**src/rtl/control_unit.sv**
```systemverilog
// Multi-cycle hardwired sequencer for the single-bus datapath: three-step fetch
// followed by up to five execute steps, with every strobe decoded from state and opcode.
module control_unit (
  input  logic        clk,
  input  logic        clr,
  input  logic [31:0] IR,
  input  logic        CON,
  input  logic        stop,
  output logic        run,
  output logic        read,
  output logic        write,
  output logic        BAout,
  output logic        Rin,
  output logic        Rout,
  output logic        Gra,
  output logic        Grb,
  output logic        Grc,
  output logic        CONN_in,
  output logic        MARin,
  output logic        MDRin,
  output logic        HIin,
  output logic        LOin,
  output logic        Yin,
  output logic        Zin,
  output logic        PCin,
  output logic        IRin,
  output logic        incPC,
  output logic        InPortIn,
  output logic        OutPortIn,
  output logic        HIout,
  output logic        LOout,
  output logic        ZLowOut,
  output logic        ZHighOut,
  output logic        MDRout,
  output logic        Cout,
  output logic        InPortout,
  output logic        PCout,
  output logic [4:0]  opcode
);

  typedef enum logic [3:0] {
    S_RESET, S_T0, S_T1, S_T2, S_T3, S_T4, S_T5, S_T6, S_T7, S_HALT
  } state_t;

  localparam logic [4:0] OP_LD   = 5'b00000, OP_LDI  = 5'b00001, OP_ST   = 5'b00010,
                         OP_ADD  = 5'b00011, OP_SUB  = 5'b00100, OP_SHR  = 5'b00101,
                         OP_SHRA = 5'b00110, OP_SHL  = 5'b00111, OP_ROR  = 5'b01000,
                         OP_ROL  = 5'b01001, OP_AND  = 5'b01010, OP_OR   = 5'b01011,
                         OP_ADDI = 5'b01100, OP_ANDI = 5'b01101, OP_ORI  = 5'b01110,
                         OP_MUL  = 5'b01111, OP_DIV  = 5'b10000, OP_NEG  = 5'b10001,
                         OP_NOT  = 5'b10010, OP_BR   = 5'b10011, OP_JR   = 5'b10100,
                         OP_JAL  = 5'b10101, OP_IN   = 5'b10110, OP_OUT  = 5'b10111,
                         OP_MFHI = 5'b11000, OP_MFLO = 5'b11001, OP_HALT = 5'b11011;

  state_t     state_q, state_d, last_state;
  logic [4:0] op;
  logic [4:0] alu_sel;
  logic       unused_ir;

  assign op        = IR[31:27];
  assign unused_ir = ^IR[26:0];

  // NOTE: state flops use non-blocking assignments; every combinational block uses blocking ones.
  always_ff @(posedge clk or posedge clr) begin
    if (clr) state_q <= S_RESET;
    else     state_q <= state_d;
  end

  // Final execute step per instruction class; unlisted codes behave as nop.
  always_comb begin
    last_state = S_T3;
    case (op)
      OP_LD, OP_ST:                                         last_state = S_T7;
      OP_MUL, OP_DIV, OP_BR:                                last_state = S_T6;
      OP_LDI, OP_ADD, OP_SUB, OP_SHR, OP_SHRA, OP_SHL,
      OP_ROR, OP_ROL, OP_AND, OP_OR,
      OP_ADDI, OP_ANDI, OP_ORI:                             last_state = S_T5;
      OP_NEG, OP_NOT, OP_JAL:                               last_state = S_T4;
      default:                                              last_state = S_T3;
    endcase
  end

  always_comb begin
    state_d = state_q;
    case (state_q)
      S_RESET: state_d = S_T0;
      S_HALT:  state_d = S_HALT;
      default: begin
        if (state_q == last_state) begin
          if (op == OP_HALT || stop) state_d = S_HALT;
          else                       state_d = S_T0;
        end else begin
          state_d = state_t'(state_q + 4'd1);
        end
      end
    endcase
  end

  // NOTE: every output gets a default before the case so the decode never infers a latch.
  always_comb begin
    {read, write, BAout, Rin, Rout, Gra, Grb, Grc, CONN_in, MARin, MDRin, HIin, LOin,
     Yin, Zin, PCin, IRin, incPC, InPortIn, OutPortIn, HIout, LOout, ZLowOut, ZHighOut,
     MDRout, Cout, InPortout, PCout} = '0;
    run = (state_q != S_RESET) && (state_q != S_HALT);

    case (state_q)
      S_T0: begin PCout = 1'b1; MARin = 1'b1; incPC = 1'b1; end
      S_T1: begin read = 1'b1; MDRin = 1'b1; end
      S_T2: begin MDRout = 1'b1; IRin = 1'b1; end
      S_T3, S_T4, S_T5, S_T6, S_T7: begin
        case (op)
          OP_ADD, OP_SUB, OP_SHR, OP_SHRA, OP_SHL, OP_ROR, OP_ROL, OP_AND, OP_OR:
            case (state_q)
              S_T3:    begin Grb = 1'b1; Rout = 1'b1; Yin = 1'b1; end
              S_T4:    begin Grc = 1'b1; Rout = 1'b1; Zin = 1'b1; end
              S_T5:    begin ZLowOut = 1'b1; Gra = 1'b1; Rin = 1'b1; end
              default: ;
            endcase
          // Immediate forms share base+constant address arithmetic; ld/ldi/st zero-base via BAout.
          OP_ADDI, OP_ANDI, OP_ORI, OP_LDI, OP_LD, OP_ST:
            case (state_q)
              S_T3: begin
                Grb = 1'b1; Rout = 1'b1; Yin = 1'b1;
                BAout = (op == OP_LDI) || (op == OP_LD) || (op == OP_ST);
              end
              S_T4: begin Cout = 1'b1; Zin = 1'b1; end
              S_T5: begin
                ZLowOut = 1'b1;
                if (op == OP_LD || op == OP_ST) MARin = 1'b1;
                else begin Gra = 1'b1; Rin = 1'b1; end
              end
              S_T6: begin
                MDRin = 1'b1;
                if (op == OP_LD) read = 1'b1;
                else begin Gra = 1'b1; Rout = 1'b1; end
              end
              S_T7: begin
                if (op == OP_LD) begin MDRout = 1'b1; Gra = 1'b1; Rin = 1'b1; end
                else write = 1'b1;
              end
              default: ;
            endcase
          OP_NEG, OP_NOT:
            case (state_q)
              S_T3:    begin Grb = 1'b1; Rout = 1'b1; Zin = 1'b1; end
              S_T4:    begin ZLowOut = 1'b1; Gra = 1'b1; Rin = 1'b1; end
              default: ;
            endcase
          OP_MUL, OP_DIV:
            case (state_q)
              S_T3:    begin Gra = 1'b1; Rout = 1'b1; Yin = 1'b1; end
              S_T4:    begin Grb = 1'b1; Rout = 1'b1; Zin = 1'b1; end
              S_T5:    begin ZLowOut = 1'b1; LOin = 1'b1; end
              S_T6:    begin ZHighOut = 1'b1; HIin = 1'b1; end
              default: ;
            endcase
          OP_BR:
            case (state_q)
              S_T3:    begin Gra = 1'b1; Rout = 1'b1; CONN_in = 1'b1; end
              S_T4:    begin PCout = 1'b1; Yin = 1'b1; end
              S_T5:    begin Cout = 1'b1; Zin = 1'b1; end
              S_T6:    begin ZLowOut = CON; PCin = CON; end
              default: ;
            endcase
          OP_JR:   if (state_q == S_T3) begin Gra = 1'b1; Rout = 1'b1; PCin = 1'b1; end
          OP_JAL:
            case (state_q)
              S_T3:    begin PCout = 1'b1; Grb = 1'b1; Rin = 1'b1; end
              S_T4:    begin Gra = 1'b1; Rout = 1'b1; PCin = 1'b1; end
              default: ;
            endcase
          OP_IN:   if (state_q == S_T3) begin InPortout = 1'b1; Gra = 1'b1; Rin = 1'b1; end
          OP_OUT:  if (state_q == S_T3) begin Gra = 1'b1; Rout = 1'b1; OutPortIn = 1'b1; end
          OP_MFHI: if (state_q == S_T3) begin HIout = 1'b1; Gra = 1'b1; Rin = 1'b1; end
          OP_MFLO: if (state_q == S_T3) begin LOout = 1'b1; Gra = 1'b1; Rin = 1'b1; end
          default: ;
        endcase
      end
      default: ;
    endcase

    case (op)
      OP_LD, OP_LDI, OP_ST, OP_BR, OP_ADDI: alu_sel = OP_ADD;
      OP_ANDI:                              alu_sel = OP_AND;
      OP_ORI:                               alu_sel = OP_OR;
      default:                              alu_sel = op;
    endcase
    opcode = Zin ? alu_sel : 5'b00000;
  end

endmodule

```
**config.mk**
```make
export PLATFORM = sky130hd
export DESIGN_NAME = control_unit
export DESIGN_NICKNAME = d
export VERILOG_FILES = /design/src/rtl/control_unit.sv
export SDC_FILE = /design/constraint.sdc
export NUM_CORES = 1
export LEC_CHECK = 0
export ABC_AREA = 1
export CAP_MARGIN = 20
export CORE_MARGIN = 5
export CORE_UTILIZATION = 41
export DETAILED_ROUTE_END_ITERATION = 8
export GPL_TIMING_DRIVEN = 0
export HOLD_SLACK_MARGIN = 0.08
export MAX_ROUTING_LAYER = met4
export PLACE_DENSITY_LB_ADDON = 0.05
export SLEW_MARGIN = 20
export SYNTH_ARGS = -nofsm -noshare
export SYNTH_HDL_FRONTEND = slang
export SYNTH_SLANG_ARGS = --single-unit
```
**constraint.sdc**
```tcl
create_clock -name clk -period 2.84 [get_ports clk]
set_clock_uncertainty 0.05 [all_clocks]
set_input_delay 0.426 -clock clk [delete_from_list [all_inputs] [get_ports clk]]
set_output_delay 0.426 -clock clk [all_outputs]
set_load 0.1 [all_outputs]
```
---- Yosys cells after proc, flatten, opt, wreduce, memory -nomap -nowiden ----
Memory sizes are Yosys's and may differ from the RTL's.
Cells that the tools add are included.
word-level totals
  bits in registers ....................... 4
  bits in read-only memories .............. 128
  input bits .............................. 36
  output and inout bits ................... 34
  word-level logic and storage cells ...... 135
  memories ................................ 1
memories
  memory           words  bits a word  read ports  clocked after Yosys merged registers in  wr ports  line  source
  (no name shown)  32     4            1           0                                        0         72    case (op)
cells by class
  add/subtract/negate cells ............... 1
  equal/unequal tests ..................... 37
  mux-type cells .......................... 73
  reductions and logical operators ........ 22
operators with widths
  kind                  number
  $eq A5 B5 Y1 const B  11
  $mux W1               50
  $eq A5 B4 Y1 const B  8
  $pmux W1 S2           11
  $eq A5 B3 Y1 const B  4
  $reduce_or A18 Y1     1
  $reduce_or A17 Y1     1
  $eq A4 B3 Y1 const B  4
  $pmux W5 S3           1
  $reduce_or A5 Y1      3
  $pmux W1 S3           4
  $pmux W1 S4           3
  $reduce_or A11 Y1     1
  $eq A5 B2 Y1 const B  2
  $reduce_or A9 Y1      1
  $eq A4 B2 Y1 const B  2
  $eq A4 B4 Y1 const B  2
  $mux W4               2
  $pmux W4 S2           1
  $reduce_or A8 Y1      1
  $reduce_or A2 Y1      3
  $reduce_or A6 Y1      1
  $eq A5 B1 Y1 const B  1
  $logic_not A5 Y1      1
  11 further kinds      14

---- Depth between registers and ports, before layout ----
  depth after elaboration ................. 6
  depth in mapped cells ................... 11
  mapped depth without buffers ............ 11

---- Worst setup path after synthesis ----
OpenSTA, ideal clock, no wires.
  kind .................................... in2out
  start ................................... in IR[27]
  end ..................................... out write
  data arrival time ....................... 3.935 ns
  required time ........................... 2.364 ns
  path slack .............................. -1.571 ns
  stages .................................. 6
  path buffers ............................ 0
  path through ............................ inv_1 -> ha_1 -> nor2_1 -> nor2_1 -> o22ai_4 -> nor4_1
between the ends
  longest elaborated chain between the ends .. 5
  elaborated cells on any way between the ends .. 11
  classes of those cells .................. eq/ne (5); mux (4); reduce/logical (2)
RTL lines
  what                line      source
  start: declaration  6         input logic [31:0] IR,
  $logic_not A5 Y1    111, 138
  $mux W1             138       if (op == OP_LD) begin MDRout = 1'b1; Gra = 1'b1; Rin = 1'b1; end
  $mux W1             121       case (state_q)
  $mux W1 *           111       case (op)
  $mux W1 *           106       case (state_q)
  end: declaration    11        output logic write,
Every way passes the cells marked *; elsewhere a longest branch is shown, timed or not.

---- Worst setup path in the final report ----
  start ................................... reg state_q[0]
  end ..................................... out HIout
between the ends
  longest elaborated chain between the ends .. 4
  elaborated cells on any way between the ends .. 9
  classes of those cells .................. eq/ne (5); mux (3); reduce/logical (1)
RTL lines
  what                      line      source
  start: declaration        55        state_t state_q, state_d, last_state;
  start signal: assignment  66        else state_q <= state_d;
  $eq A4 B3 Y1              106, 174
  $mux W1                   174       OP_MFHI: if (state_q == S_T3) begin HIout = 1'b1; Gra = 1'b1; Rin = 1'b1; end
  $mux W1                   111
  $mux W1 *                 106
  end: declaration          30        output logic HIout,
Marked as above.

==> impl_results.md <==
- Synth Area per Inst: 5.87 sq um
- Netlist cell types: 33
- Nets@finish: between 200 and 300
- Vias: 1409
- Vias in the first global route: approximately 1300
- Setup_tns: 0 ps
- N_diodes: 0
- FF+latch count, synth: 4
- Reg with most FFs: state_q
- Antenna-violating nets left: 0
- # clock sinks: 4
- Post-synth net total: 246
- Commonest non-fill, non-tap cell in the layout: nand2_1
- Drt via density: 5.12
- Min Clock Period, post-route: 2680 ps
- Met3 GRT Util: 0.0315
- Synth area leaders: nand2_1 14%, inv_1 10%, dfrtp_1 8.4%
- Worst Reg-to-Reg Cells: 7
- Initial DRT Pass Iterations: 4
- Initial antenna violation count: 0
- Worst ir drop on vdd: roughly 1100 uV
- CTS tree: built
- Post-Synth Adder-Cell Area: 0.0844
- WL/cell: 12.6 microns
- Drt drc: 0
- Largest area contributor in the synthesized netlist: nand2_1
- RSZ-0062 raised after global routing: false
- Worst skew pair latency: 230 ps
- Setup-failing EPs final: 0
- GPL Wtd Cong: 0.994
- Fillers: 282
- CP Launch Type: flop
- Max reg flops: 4
- Max Cap Viol: 0
- Final WL: 3460 microns
- Worst path arrival time: 2200 ps
- Sequential fraction of the synthesis area: 0.0844
- Cells after Synth: around 200
- Worst Path Max Fanout: 10
- Grt ovf: 0
- Die X: 63.8 microns
- Largest registers: state_q: 4 flops
- DIE AREA: 0.00407 sq mm
- Core Rows: 19
- Max-slew headroom: 0.349
- CTS clk-pin slew, worst paths: 40 ps
- All-Layer GR Usage: 0.177
- Outcome: finished, final reports clean
- Buffers on Ports: 39
- Total core area: 0.00276 sq mm
- H-tree depth: 1
- Initial core utilization: 0.430
- Clock Tree Buf Depth: 2
- Main combinational cell family by area after synthesis: simple AND/OR/NAND/NOR gates
- Xor-xnor portion of the synthesized cell area: 0.0148
- Num CTS Buffers: 3
- Synth Area in Compound Gates: 0.190
- Worst slew pin tran: 974 ps
- Synth top area share: 0.139
- Crit end category: output pin
- Busiest layer in global routing: met2
- Period utilization: 0.944
- HP Class: in2async
- Synth Warn #: 0
- Max-slew violations: 0
- Final Hold Fails: 0
- Fmax: roughly 370 MHz
- Leakage Power: 0.840 nW
- Met2 Usage GRT: 0.300
- Post-synthesis mux area share: 0
- CP Class: reg2out
- Power, Total: 0.982 mW
- DR iter-0 viols: 68
- Simple-gate share of the synthesized area: 0.465
- Most frequent cells in the layout: 43 x nand2_1, 29 x inv_1, 16 x nor2_1, 16 x nand3_1, 11 x buf_2
- Die Y: 63.8 microns
- First-pass GRT wire length: 5890 microns
- Largest net degree at the start of global routing: 11
- Post-CTS setup repair buffer count: 0
- Root buf cell: clkbuf_4
- Post-DP HPWL: between 2000 and 3000 microns
- Area Growth Syn to Fin: 42.5%
- Io pins: 70
- Layout cells sized above 1: 0.352
- PD cells: slightly below 600 mW/mm^2
- Met1 Usage GRT: 0.221
- Critical path required time: 2360 ps
- Syn Std Cell Area: 0.00119 sq mm
==> worst max-delay path: stages, from the launching register on <==
cell,delay [ps]
dfrtp_1,420
inv_1,140
ha_1,180
inv_1,90
nor2_4,260
inv_2,160
nor4_4,140
clkdlybuf4s15_2,580
==> final cells by class <==
cell class | count | area [sq um] | area share
Sequential cell | 4 | 100 | 0.0592
Tap cell | 31 | 38.8 | 0.0229
Timing Repair Buffer | 39 | 347 | 0.205
Inverter | 38 | 145 | 0.0859
Buffer | 5 | 45.0 | 0.0266
Multi-Input combinational cell | 155 | 992 | 0.587
Clock buffer | 3 | 22.5 | 0.0133
==> stage by stage <==
stage / worst slack [ps] / cell area (sq um) / utilization / instances / hold WS (ps)
after floorplan: -437 / 1260 / - / 202 / 142
after global placement: -1100 / 1690 / 0.612 / 272 / 568
after detailed placement: -1110 / 1690 / 0.612 / 272 / 569
after CTS: -26.4 / 1680 / 0.609 / 275 / 317
after global routing: 4.99 / 1690 / 0.613 / 275 / 322
final: 160 / 1690 / 0.613 / 275 / 322
==> worst paths after layout <==
path / startpoint / endpoint / slack [ps]
worst max-delay path: state_q[0]$_DFF_PP0_ / HIout / 160
worst min-delay path: clr / state_q[2]$_DFF_PP0_ / 320
worst max register to register: state_q[0]$_DFF_PP0_ / state_q[1]$_DFF_PP0_ / 1380
worst min register to register: state_q[2]$_DFF_PP0_ / state_q[2]$_DFF_PP0_ / 620
max in group asynchronous: clr / state_q[0]$_DFF_PP0_ / 2270
min in group clk: state_q[2]$_DFF_PP0_ / state_q[2]$_DFF_PP0_ / 620
==> cell families (layout without fill, tap and decap cells) <==
kind of cell	count (synthesis)	after routing
compound gates	34	34
xor+xnor	2	2
fa+ha+maj	8	8
buf+inv	43	85
flops	4	4
other cells	1	1
simple gates	110	110
==> cells in the mapped netlist, drive strengths merged <==
cell	number
a21oi	9
a22oi	1
a31o	1
a31oi	1
buf	5
clkinv	1
conb	1
dfrtp	4
ha	8
inv	37
nand2	51
nand3	17
nand4	4
nor2	31
nor3	4
nor4	3
o211ai	2
o21ai	16
o22ai	2
o31ai	1
o32ai	1
xnor2	2
==> power breakdown <==
group | switching (mW) | internal (mW)
clock | 0.0221 | 0.0472
combinational | 0.604 | 0.185
sequential | 0.0380 | 0.0860
==> layer usage <==
layer	share of wire	vias to the layer above
li1	-	731
met1	0.44	632
met2	0.47	46
met3	0.082	0
met4	0	0
met5	0	-
==> what timing repair did <==
item	in CTS	in global routing
pin swaps	1	2
resized for setup	170	15
setup endpoints to repair	31	28
hold buffers	0	0
Power figures use the tool's default switching activity.
